## src/rtl/scmp_uart_pkg.sv

```systemverilog
// Shared types and constants for the SCMP serial-out receiver.
package scmp_uart_pkg;

  localparam int DEFAULT_CLKS_PER_BIT = 434;
  localparam int DATA_W               = 8;

  typedef enum logic [2:0] {
    IDLE,
    START,
    DATA,
    STOP,
    BREAK
  } rx_state_t;

endpackage

```

## src/rtl/scmp_rx_fifo.sv

```systemverilog
// Receive byte buffer: 2**AW-entry ring with an extra pointer bit for full/empty,
// or a single holding register when AW is 0.
module scmp_rx_fifo
  import scmp_uart_pkg::*;
#(
  parameter int AW = 2
) (
  input  logic              clk_50m,
  input  logic              rst_n,
  input  logic              push,
  input  logic [DATA_W-1:0] din,
  input  logic              pop,
  output logic [DATA_W-1:0] dout,
  output logic              empty,
  output logic              full
);

  logic rd_en;
  logic wr_en;

  // A pop frees the slot the same cycle, so a push into a full buffer succeeds alongside it.
  assign rd_en = pop & ~empty;
  assign wr_en = push & (~full | rd_en);

  generate
    if (AW == 0) begin : g_reg
      logic [DATA_W-1:0] hold;
      logic              occ;

      always_ff @(posedge clk_50m or negedge rst_n) begin
        if (!rst_n) begin
          hold <= '0;
          occ  <= 1'b0;
        end else begin
          if (wr_en) begin
            hold <= din;
            occ  <= 1'b1;
          end else if (rd_en) begin
            occ <= 1'b0;
          end
        end
      end

      assign dout  = hold;
      assign empty = ~occ;
      assign full  = occ;
    end else begin : g_ring
      logic [DATA_W-1:0] mem [2**AW];
      logic [AW:0]       wr_ptr;
      logic [AW:0]       rd_ptr;

      always_ff @(posedge clk_50m or negedge rst_n) begin
        if (!rst_n) begin
          wr_ptr <= '0;
          rd_ptr <= '0;
          for (int i = 0; i < 2**AW; i++) begin
            mem[i] <= '0;
          end
        end else begin
          if (wr_en) begin
            mem[wr_ptr[AW-1:0]] <= din;
            wr_ptr              <= wr_ptr + 1'b1;
          end
          if (rd_en) begin
            rd_ptr <= rd_ptr + 1'b1;
          end
        end
      end

      assign dout  = mem[rd_ptr[AW-1:0]];
      assign empty = (wr_ptr == rd_ptr);
      assign full  = (wr_ptr[AW] != rd_ptr[AW]) &&
                     (wr_ptr[AW-1:0] == rd_ptr[AW-1:0]);
    end
  endgenerate

endmodule

```

## src/rtl/scmp_sout_rx.sv

```systemverilog
// 8N1 receiver for the SCMP CPU serial output, with sticky error flags and a receive buffer.
// Define SCMP_RX_FIFO_EN for a 2**FIFO_AW-entry FIFO; otherwise a single holding register.
module scmp_sout_rx
  import scmp_uart_pkg::*;
#(
  parameter int CLKS_PER_BIT = DEFAULT_CLKS_PER_BIT,
  parameter int FIFO_AW      = 2
) (
  input  logic              clk_50m,
  input  logic              rst_n,
  input  logic              rx,
  input  logic              rd,
  input  logic              clr_err,
  output logic [DATA_W-1:0] data_o,
  output logic              valid,
  output logic              frame_err,
  output logic              overrun,
  output logic              busy
);

`ifdef SCMP_RX_FIFO_EN
  localparam int BUF_AW = FIFO_AW;
`else
  localparam int BUF_AW = 0;
`endif

  localparam logic [15:0] FULL_BIT = 16'(CLKS_PER_BIT);
  localparam logic [15:0] HALF_BIT = 16'(CLKS_PER_BIT / 2);

  rx_state_t         state;
  rx_state_t         state_nxt;
  logic              rx_meta;
  logic              rx_sync;
  logic              rx_prev;
  logic [15:0]       cnt;
  logic [2:0]        bit_idx;
  logic [DATA_W-1:0] shreg;
  logic              fall;
  logic              expire;
  logic              push;
  logic              frame_set;
  logic              overrun_set;
  logic              pop;
  logic              fifo_empty;
  logic              fifo_full;

  // Flops reset to the idle-high line level so release from reset never looks like a start bit.
  always_ff @(posedge clk_50m or negedge rst_n) begin
    if (!rst_n) begin
      rx_meta <= 1'b1;
      rx_sync <= 1'b1;
      rx_prev <= 1'b1;
    end else begin
      rx_meta <= rx;
      rx_sync <= rx_meta;
      rx_prev <= rx_sync;
    end
  end

  assign fall   = rx_prev & ~rx_sync;
  assign expire = (cnt == 16'd1);

  always_ff @(posedge clk_50m or negedge rst_n) begin
    if (!rst_n) begin
      state <= IDLE;
    end else begin
      state <= state_nxt;
    end
  end

  always_comb begin
    state_nxt = state;
    case (state)
      IDLE:    if (fall) state_nxt = START;
      START:   if (expire) state_nxt = rx_sync ? IDLE : DATA;
      DATA:    if (expire && (bit_idx == 3'd7)) state_nxt = STOP;
      STOP:    if (expire) state_nxt = rx_sync ? IDLE : BREAK;
      BREAK:   if (rx_sync) state_nxt = IDLE;
      default: state_nxt = IDLE;
    endcase
  end

  always_comb begin
    busy      = (state != IDLE);
    push      = (state == STOP) & expire & rx_sync;
    frame_set = (state == STOP) & expire & ~rx_sync;
  end

  // Half-bit load on the start edge puts every later sample near mid-bit.
  always_ff @(posedge clk_50m or negedge rst_n) begin
    if (!rst_n) begin
      cnt     <= '0;
      bit_idx <= '0;
      shreg   <= '0;
    end else begin
      if (state == IDLE) begin
        bit_idx <= '0;
        if (fall) begin
          cnt <= HALF_BIT;
        end
      end else if (state != BREAK) begin
        cnt <= expire ? FULL_BIT : cnt - 16'd1;
      end
      if ((state == DATA) && expire) begin
        shreg   <= {rx_sync, shreg[DATA_W-1:1]};
        bit_idx <= bit_idx + 3'd1;
      end
    end
  end

  assign pop         = rd & ~fifo_empty;
  assign overrun_set = push & fifo_full & ~pop;

  // A set event in the same cycle as clr_err wins.
  always_ff @(posedge clk_50m or negedge rst_n) begin
    if (!rst_n) begin
      frame_err <= 1'b0;
      overrun   <= 1'b0;
    end else begin
      if (frame_set) begin
        frame_err <= 1'b1;
      end else if (clr_err) begin
        frame_err <= 1'b0;
      end
      if (overrun_set) begin
        overrun <= 1'b1;
      end else if (clr_err) begin
        overrun <= 1'b0;
      end
    end
  end

  scmp_rx_fifo #(
    .AW (BUF_AW)
  ) u_fifo (
    .clk_50m (clk_50m),
    .rst_n   (rst_n),
    .push    (push),
    .din     (shreg),
    .pop     (pop),
    .dout    (data_o),
    .empty   (fifo_empty),
    .full    (fifo_full)
  );

  assign valid = ~fifo_empty;

endmodule

```

## config.mk

```make
export PLATFORM = sky130hd
export DESIGN_NAME = scmp_sout_rx
export DESIGN_NICKNAME = d
export VERILOG_FILES = /design/src/rtl/scmp_uart_pkg.sv /design/src/rtl/scmp_rx_fifo.sv /design/src/rtl/scmp_sout_rx.sv
export SDC_FILE = /design/constraint.sdc
export NUM_CORES = 1
export LEC_CHECK = 0
export BUFFER_PORTS_ARGS = -buffer_cell sky130_fd_sc_hd__clkbuf_2
export CAP_MARGIN = 25
export CORE_AREA = 5 5 72 74
export CTS_CLUSTER_SIZE = 12
export DETAILED_ROUTE_END_ITERATION = 10
export DIE_AREA = 0 0 77 79
export PLACE_DENSITY_LB_ADDON = 0.05
export SLEW_MARGIN = 20
export SYNTH_ARGS = -nofsm -noshare
export SYNTH_HDL_FRONTEND = slang
export SYNTH_SLANG_ARGS = --single-unit
```

## constraint.sdc

```tcl
create_clock -name clk_50m -period 2 [get_ports clk_50m]
set_input_delay 0 -clock clk_50m [delete_from_list [all_inputs] [get_ports clk_50m]]
set_output_delay 0 -clock clk_50m [all_outputs]
set_load 0.02 [all_outputs]
```

==> run metrics, run 1 <==
worst hold slack=332.8 ps; GRT overflow=0; largest net degree at the start of global routing=37; ANT cells=0; top cell type's share of synthesized area=48.49%; input/output buffers=16; DR iter-0 viols=53; Crit path required time=2180 ps; Via density=5.714; fillcell total=411; H-tree depth=2; sequential fraction of the synthesis area=52.22%; Sink Count=44; worst setup margin=113.6 ps; first-pass GRT wire length=7576 µm; post-synth cell types=43; outcome=completed; most frequent cells after synthesis=41 x dfrtp_1, 14 x a21oi_1, 11 x o21ai_0, 9 x nand2_1; die area=6083 µm²; Top FF cell, synth=dfrtp_1; DP Wirelength=3138 µm; Placeable Area=4536 µm²; Mapped Nets=190; flops & latches, synth=44; crit-path max FO=8; Leak=1.162 nW; Worst Setup SP=cnt[1]; syn_area_per_cell=11.69 µm²; Multi-input gate area=969.7 µm²; Detailed Route WL=4252 µm; vias in the first global route=1596; register area=1105 µm²; Worst Path Arrival=2070 ps; count leader, synth=dfrtp_1; Core Rows=25; pre-CTS setup slack=23.15 ps; Non-Filler Instances=276; Tightest Hold Check Type=input pin to register; Layout area overhead=19.10%; DIE WIDTH=77 µm; CTS Root Cell=clkbuf_8; Mapped Area=2116 µm²; r2r startpoint=cnt[1]; Synth area leader=dfrtp_1; Synth warnings=0; Hold Startpoint=rx; Max Cap Violations=0; clk_lat worst skew=290 ps; # IOs=17; Synth Instances=181; TritonCTS clock tree=done; Antenna Nets Post-Route=0; slew margin rel.=42.23%; dpl cells=262; via count=1577; Hold Vio Cnt, Final=0; post-synthesis async set-or-reset flop share=100.0%; Total GRT Usage=15.49%; Power Total=2.174 mW; Post-synth EDFFs=0; Cell Pwr Density=862.9 nW/µm²; Critical Path Source Type=register; share of post-route cells with drive strength above 1=32.43%; Setup crit end kind=register; Area contributors post-synth=dfrtp_1 48%, mux2_4 5.7%, mux2_2 4.3%; Final min period=1886 ps; crit share post-route=94.32%; max frequency=0.5301 GHz; TritonCTS buffer count=5; initial antenna violation count=0; Worst-path clk slew=80 ps; CTS Buffer Depth=2; drc violations=0; Max IR drop VDD=0.4593 mV; max-slew violations=0; Die H=79 µm; Worst-Margin Slew=866.5 ps; Setup TNS Final=0 ps; nets=230; GPL Wtd Cong=0.8762; Final Setup Violations=0; starting density of the core=46.65%; DR pass1 iterations=4; clk_skew=3.397 ps; crit path kind=register to register; drt wl/cell=15.41 µm
## stage by stage
step / instance area [µm²] / util [%]
after floorplan: 2116 / -
after global placement: 2349 / 51.78
after detailed placement: 2349 / 51.78
after CTS: 2481 / 54.70
after global routing: 2520 / 55.56
final: 2520 / 55.56
## layer usage
layer | global-route usage [%] | routed length [µm] | vias up
met5 | 0 | 0 | -
met4 | 5.670 | 120 | 0
met3 | 3.628 | 165 | 13
met2 | 25.89 | 2096 | 34
met1 | 19.58 | 1871 | 772
li1 | - | - | 758
## layout by cell type, fill, tap and decap left out, types with 7 or more instances in the layout
cell      count
o21ai_0      11
clkbuf_2     16
a21oi_1      14
a31oi_1       7
inv_1         7
nand2_1       9
buf_4        17
dfrtp_1      41
mux2_2        8
mux2_4        8
## layout make-up
type / instances / area share, %
tap: 54 / 2.681
clock inverter: 2 / 0.3972
clock buffer: 6 / 3.277
inverter: 7 / 1.043
timing repair buffer: 38 / 10.28
sequential: 44 / 43.84
multi-input combinational: 125 / 38.48
## kinds of logic after synthesis
| group | Yosys count | share of synthesized area [%] |
|---|---|---|
| buffers and inverters | 12 | 2.898 |
| flip-flops | 44 | 52.22 |
| AND/OR/NAND/NOR | 54 | 17.09 |
| adder cells (fa/ha/maj) | 4 | 2.366 |
| multiplexers | 17 | 10.41 |
| AO/OA/AOI/OAI | 49 | 14.61 |
| XOR/XNOR | 1 | 0.4140 |
## where the power goes
part	leakage, nW	internal, mW	total [mW]	switching, mW
registers	0.575	0.976	1.11	0.136
clock network	0.0510	0.276	0.567	0.292
logic	0.537	0.236	0.495	0.259
total	1.16	1.49	2.17	0.686
## state kept, by name (all words and copies together) (netlist names), 3 cells and up
register     flops
bit_idx          3
cnt             16
shreg            8
state            3
u_fifo.dout      8
## critical path: stages, from the launching register on
cell,delay [ps]
dfrtp_1,400
inv_1,100
ha_1,170
nor3b_4,190
and4_1,260
buf_6,140
nand3_4,160
mux2_4,340
## worst paths after layout
| path | endpoint | slack [ps] | cells after the start |
|---|---|---|---|
| setup / recovery | u_fifo.dout[0] | 110 | 7 |
| hold / removal | rx_meta | 330 | 2 |
| setup reg to reg | u_fifo.dout[0] | 110 | 7 |
| hold reg to reg | rx_sync | 360 | 0 |
| max in group asynchronous | cnt[10] | 990 | 3 |
| min in group asynchronous | u_fifo.dout[6] | 350 | 2 |
## timing repair
item / in CTS / in global routing
buffers inserted: 0 / 2
resized for setup: 0 / 5
hold buffers: 4 / 0
setup endpoints to repair: 0 / 21
endpoints found under the hold margin: 36 / 0
Note: power is estimated with default switching activity, not from simulation.
==> run 2: changes to the inputs <==
--- a/config.mk
+++ b/config.mk
@@ -16,3 +16,4 @@
 export SYNTH_ARGS = -nofsm -noshare
 export SYNTH_HDL_FRONTEND = slang
+export SYNTH_HIERARCHICAL = 1
 export SYNTH_SLANG_ARGS = --single-unit
==> constraint.sdc (replaced) <==
create_clock -name clk_50m -period 2 [get_ports clk_50m]
set_input_delay 0.6 -clock clk_50m [delete_from_list [all_inputs] [get_ports clk_50m]]
set_output_delay 0.6 -clock clk_50m [all_outputs]
set_load 0.02 [all_outputs]
==> run 2 against run 1 <==
  * The flow now finishes with violations (negative setup slack)
  * Register-to-register slack got worse by 760 ps
  * Sequential share of layout area down 3.2 points
  * Clock skew increased by 1.5 ps
  * Power is 7.0% higher
  * Worst hold slack improved by 31 ps
  * Global-route usage is 1.9 points higher
  * Clock-buffer cell count unchanged
  * Setup slack got worse by 760 ps
  * Sequential cell count unchanged
  * Largest cell class unchanged
  * Highest routed layer unchanged
==> run metrics, run 2 <==
Mapped Area=2166 µm² (was 2116 µm²); Crit path required time=2180 ps (about the same); Synth warnings=6 (was 0); share of post-route cells with drive strength above 1=40.16% (was 32.43%); hold path cells=0 (was 2); DR pass1 iterations=4 (unchanged); drc violations=0 (unchanged); Placeable Area=4536 µm² (unchanged); largest net degree at the start of global routing=45 (was 37); clk_lat worst skew=290 ps (about the same); Final Cell Area=2720 µm² (was 2520 µm²); worst setup margin=-641.7 ps (was 113.6 ps); Setup TNS Final=-6412 ps (was 0 ps); Leak=1.339 nW (was 1.162 nW); sequential fraction of the synthesis area=51.01% (was 52.22%); Cell Pwr Density=855.2 nW/µm² (was 862.9 nW/µm²); die area=6083 µm² (unchanged); Die H=79 µm (unchanged); CTS Buffer Depth=2 (unchanged); max frequency=0.3786 GHz (was 0.5301 GHz); Non-Filler Instances=303 (was 276); Detailed Route WL=4898 µm (was 4252 µm); most frequent cells in the layout=41 x dfrtp_1, 41 x buf_4, 16 x clkbuf_2 (was 41 x dfrtp_1, 17 x buf_4, 16 x clkbuf_2); worst hold slack=364.0 ps (was 332.8 ps); Worst-path clk slew=80 ps (about the same); dpl cells=289 (was 262); max-slew violations=0 (unchanged); vias in the first global route=1870 (was 1596); GRT overflow=0 (unchanged); Layout area overhead=25.59% (was 19.10%); via count=1735 (was 1577); CTS Root Cell=clkbuf_8 (unchanged); Worst R2R Path Depth=6 (was 7); flip-flop count of the largest register after layout=16 (unchanged); initial antenna violation count=0 (unchanged); Finished Core Util=59.97% (was 55.56%); Core Rows=25 (unchanged); crit path kind=register to register (unchanged); Tightest Hold Check Type=register to register (was input pin to register); Final min period=2642 ps (was 1886 ps); nets=257 (was 230); # IOs=17 (unchanged); RSZ-0062 raised after global routing=yes; most frequent cells after synthesis=41 x dfrtp_1, 13 x inv_1, 12 x nor2_1, 10 x a21oi_1, 10 x mux2_2 (was 41 x dfrtp_1, 14 x a21oi_1, 11 x o21ai_0, 9 x nand2_1); Via density=5.726 (was 5.714); Setup crit end kind=register (unchanged); Worst Path Arrival=2830 ps (was 2070 ps); GPL Wtd Cong=0.8795 (was 0.8762); H-tree depth=2 (unchanged); Post-synth EDFFs=0 (unchanged); Top FF cell, synth=dfrtp_1 (unchanged); failing checks=negative setup slack; TritonCTS clock tree=done (unchanged); ANT cells=0 (unchanged); Antenna Nets Post-Route=0 (unchanged); clk_skew=4.944 ps (was 3.397 ps); crit share post-route=132.1% (was 94.32%); DR iter-0 viols=128 (was 53); drt wl/cell=16.17 µm (was 15.41 µm); first-pass GRT wire length=8625 µm (was 7576 µm); DP Wirelength=3595 µm (was 3138 µm); outcome=finished with violations (was completed); Mapped Nets=201 (was 190); DP Area=2546 µm² (was 2349 µm²); Final Setup Violations=12 (was 0); Most flops, register=cnt (unchanged); post-synthesis async set-or-reset flop share=100.0% (unchanged); DIE WIDTH=77 µm (unchanged); Total GRT Usage=17.40% (was 15.49%); Worst-Margin Slew=777.7 ps (was 866.5 ps); syn_area_per_cell=11.28 µm² (was 11.69 µm²); flops & latches, synth=44 (unchanged); crit-path max FO=8 (unchanged); Post-CTS Hold Fix Bufs=0 (was 4); input/output buffers=16 (unchanged); Hold Vio Cnt, Final=0 (unchanged); slew margin rel.=47.96% (was 42.23%); Max Cap Violations=0 (unchanged); TritonCTS buffer count=5 (unchanged); Synth Instances=192 (was 181); count leader, synth=dfrtp_1 (unchanged); starting density of the core=47.75% (was 46.65%); Max IR drop VDD=0.4656 mV (was 0.4593 mV); Power Total=2.326 mW (was 2.174 mW); top cell type's share of synthesized area=47.37% (was 48.49%); pre-CTS setup slack=-630.5 ps (was 23.15 ps); fillcell total=394 (was 411); Area contributors post-synth=dfrtp_1 47%, mux2_4 5.5%, mux2_2 5.2% (was dfrtp_1 48%, mux2_4 5.7%, mux2_2 4.3%); Sink Count=44 (unchanged); post-synth cell types=49 (was 43); Synth area leader=dfrtp_1 (unchanged); Critical Path Source Type=register (unchanged)
-- run 2: final timing paths --
| kind | slack (ps) | start | endpoint |
|---|---|---|---|
| max | -640 | cnt[6] | u_fifo/dout[2] |
| min | 360 | rx_meta | rx_sync |
| max reg2reg | -640 | cnt[6] | u_fifo/dout[2] |
| min reg2reg | 360 | rx_meta | rx_sync |
| max in group asynchronous | 1250 | rst_n | rx_prev |
| min in group asynchronous | 370 | rst_n | cnt[13] |
-- run 2: logic make-up (layout without fill, tap and decap cells) --
logic type | Yosys count | after routing | synth area share [%]
AND/OR/NAND/NOR | 57 | 57 | 16.75
AO/OA/AOI/OAI | 44 | 44 | 13.52
flip-flops | 44 | 44 | 51.01
buffers and inverters | 21 | 78 | 3.986
multiplexers | 19 | 19 | 11.21
adder cells (fa/ha/maj) | 4 | 4 | 2.311
XOR/XNOR | 3 | 3 | 1.213
-- run 2: worst max-delay path, stage by stage, from the launching register on --
cell and delay, ps:
dfrtp_1 390, or4_4 550, or4b_4 520, or4b_4 510, nor2_4 120, nand2_4 120
mux2_4 320
-- run 2: layer usage --
metal / part of all wire [%] / wire (µm) / GRT usage, %
met1: 41 / 2000 / 20.18
met2: 52 / 2557 / 31.07
met3: 4.8 / 234 / 3.741
met4: 2.2 / 106 / 7.216
met5: 0 / 0 / 0
-- run 2: power by group --
part | internal, mW | switching (mW) | total (mW)
clock network | 0.244 | 0.297 | 0.541
logic | 0.355 | 0.404 | 0.759
registers | 0.972 | 0.0544 | 1.03
total | 1.57 | 0.755 | 2.33
-- run 2: cell type report --
type,instances,area (µm²),area share (%)
clock buffer,6,72.57,2.668
tap,54,67.56,2.484
timing repair buffer,57,387.9,14.26
multi-input combinational,127,1026,37.72
clock inverter,2,12.51,0.4600
sequential,44,1105,40.62
inverter,13,48.80,1.794
-- run 2: repair_timing --
item | in CTS | in global routing
endpoints found under the hold margin | 0 | 0
gates resized for setup | 1 | 8
buffers inserted | 2 | 5
pin swaps | 0 | 3
setup endpoints to repair | 13 | 33
==> run 3: changes to the inputs <==
CORE_AREA = 5 5 67 81   (was 5 5 72 74)
DIE_AREA = 0 0 72 86   (was 0 0 77 79)
==> run 3 against run 2 <==
  * Core utilization shrank 0.35 points
  * Maximum frequency grew 0.25%
  * Combinational power shrank 2.8%
  * Setup slack improved by 6.5 ps
  * Power rose by 5.8%
  * Critical path depth unchanged
  * The flow still finishes with violations (negative setup slack)
  * Clock skew up 1.9 ps
  * Die area increased by 1.8%
  * Sequential share of layout area rose by 0.32 points
  * Highest routed layer unchanged
  * Global-route usage shrank 0.67 points
  * First-iteration DRC count grew 100%
==> run metrics, run 3 (synthesis gave the netlist of run 2 again) <==
Worst Path Arrival=2820 ps (was 2830 ps); Crit path required time=2180 ps (about the same); starting density of the core=47.84% (was 47.75%); die area=6192 µm² (was 6083 µm²); cell family with most CP delay=simple AND/OR/NAND/NOR gates (unchanged); Placeable Area=4527 µm² (was 4536 µm²); Leak=1.337 nW (was 1.339 nW); Slowest cell on crit path=or4_4 (unchanged); dpl cells=293 (was 289); Detailed Route WL=4752 µm (was 4898 µm); first-pass GRT wire length=8086 µm (was 8625 µm); crit path cell chain=or4_4 > or4b_4 > or4b_4 > nor2_4 > nand2_4 > mux2_4 (unchanged); share of post-route cells with drive strength above 1=38.52% (was 40.16%); Multi-input gate area=1001 µm² (was 1026 µm²); DR pass1 iterations=4 (unchanged); Die H=86 µm (was 79 µm); GRT overflow=0 (unchanged); Non-Filler Instances=302 (was 303); max frequency=0.3795 GHz (was 0.3786 GHz); TritonCTS clock tree=done (unchanged); Critical Path Source Type=register (unchanged); failing checks=negative setup slack (unchanged); Worst R2R Setup Slack=-640 ps (about the same); most common cell after layout, fill and taps aside=dfrtp_1; most frequent cells in the layout=41 x dfrtp_1, 36 x buf_4, 16 x clkbuf_2 (was 41 x dfrtp_1, 41 x buf_4, 16 x clkbuf_2); DP Wirelength=3503 µm (was 3595 µm); worst setup margin=-635.1 ps (was -641.7 ps); Worst path depth=6 (unchanged); vias in the first global route=1737 (was 1870); clk_lat worst skew=300 ps (was 290 ps); Power Total=2.462 mW (was 2.326 mW); ANT cells=0 (unchanged); Sink Count=44 (unchanged); CP most frequent cell=or4b_4 (unchanged); outcome=finished with violations (unchanged); Cell Pwr Density=912.3 nW/µm² (was 855.2 nW/µm²); drt wl/cell=15.74 µm (was 16.17 µm); Total GRT Usage=16.73% (was 17.40%); TritonCTS buffer count=5 (unchanged); # IOs=17 (unchanged); flip-flop count of the largest register after layout=16 (unchanged); crit share post-route=131.8% (was 132.1%); register area=1105 µm² (unchanged); DR iter-0 viols=259 (was 128); crit path kind=register to register (unchanged); Max Cap Violations=0 (unchanged); RSZ-0062 raised after global routing=yes (unchanged); DIE WIDTH=72 µm (was 77 µm); crit-path max FO=8 (unchanged); Worst Setup SP=cnt[6] (unchanged); Most flops, register=cnt (unchanged); CTS Root Cell=clkbuf_8 (unchanged); Worst-Margin Slew=727.1 ps (was 777.7 ps); R2R Path End=u_fifo/dout[0] (was u_fifo/dout[2]); H-tree depth=2 (unchanged); buffer and inverter count on the worst path=0 (unchanged); Core Rows=27 (was 25); clk_skew=6.807 ps (was 4.944 ps); slew margin rel.=51.35% (was 47.96%); Layout area overhead=24.61% (was 25.59%); max-slew violations=0 (unchanged); input/output buffers=16 (unchanged); Antenna Nets Post-Route=0 (unchanged); GPL Wtd Cong=0.9421 (was 0.8795); Via density=5.623 (was 5.726); critical path capture point=u_fifo/dout[0] (was u_fifo/dout[2]); nets=252 (was 257); Final min period=2635 ps (was 2642 ps); Worst-path clk slew=80 ps (about the same); largest stage delay on the critical path=540 ps (was 550 ps); via count=1698 (was 1735); fillcell total=398 (was 394); Max IR drop VDD=0.5823 mV (was 0.4656 mV); Final Setup Violations=12 (unchanged); Worst R2R Path Depth=6 (unchanged); hold path cells=0 (unchanged); Setup crit end kind=register (unchanged); initial antenna violation count=0 (unchanged); Hold Vio Cnt, Final=0 (unchanged); largest net degree at the start of global routing=45 (unchanged); drc violations=0 (unchanged); r2r startpoint=cnt[6] (unchanged); CTS Buffer Depth=2 (unchanged); Post-CTS Hold Fix Bufs=0 (unchanged); Tightest Hold Check Type=register to register (unchanged)
run 3: cell count changes in the layout (fill, tap and decap cells not counted), sizes merged:
cell      delta
buf          -5
bufinv       +1
clkinvlp     -1
run 3: worst min-delay path by stage:
stage | start | endpoint | slack (ps)
2_1_floorplan | rst_n | bit_idx[0] | 300
3_3_place_gp | rx_meta | rx_sync | 350
3_5_place_dp | rx_meta | rx_sync | 350
4_1_cts | rx_meta | rx_sync | 370
5_1_grt | rx | rx_meta | 360
6_report | rx_meta | rx_sync | 360
run 3: cell type report:
cell class	instances	area share [%]
sequential	44	40.94
multi-input combinational	127	37.09
timing repair buffer	52	12.98
clock buffer	6	3.060
tap	58	2.689
inverter	13	1.808
clock inverter	2	1.437
run 3: metal layers:
metal  routed length [µm]  vias to the layer above  track usage (%)  share of wire, %
li1                     -                      803                -                 -
met1                 1982                      820            19.35                42
met2                 2408                       55            28.76                51
met3                  221                       20            3.869               4.7
met4                  139                        0            8.205               2.9
met5                    0                        -                0                 0
run 3: report_power, final:
| part | internal (mW) | switching [mW] |
|---|---|---|
| clock | 0.408 | 0.300 |
| combinational | 0.345 | 0.393 |
| sequential | 0.972 | 0.0438 |
run 3: stage by stage:
step                      cell area, µm²  worst slack [ps]  util (%)  setup TNS (ps)  hold slack (ps)
after floorplan                     2173            -666.6         -           -6587            304.4
after global placement              2551            -602.2     56.36           -5919            347.4
after detailed placement            2551            -643.3     56.36           -6351            352.7
after CTS                           2684            -656.2     59.29           -6441            365.1
after global routing                2699            -722.7     59.62           -7114            363.2
final                               2699            -635.1     59.62           -6285            361.3
run 3: worst register-to-register path: cells and delay by family, from the launching register on:
kind	cells	cell delay [ps]
and+or+nand+nor	5	1830
DFF	1	380
muxes	1	320
run 3: repair_timing:
action                                  in CTS  in global routing
pin swaps                                    0                  0
endpoints found under the setup margin      13                 16
endpoints found under the hold margin        0                  0
resized for setup                            1                  4
setup buffers                                1                  0
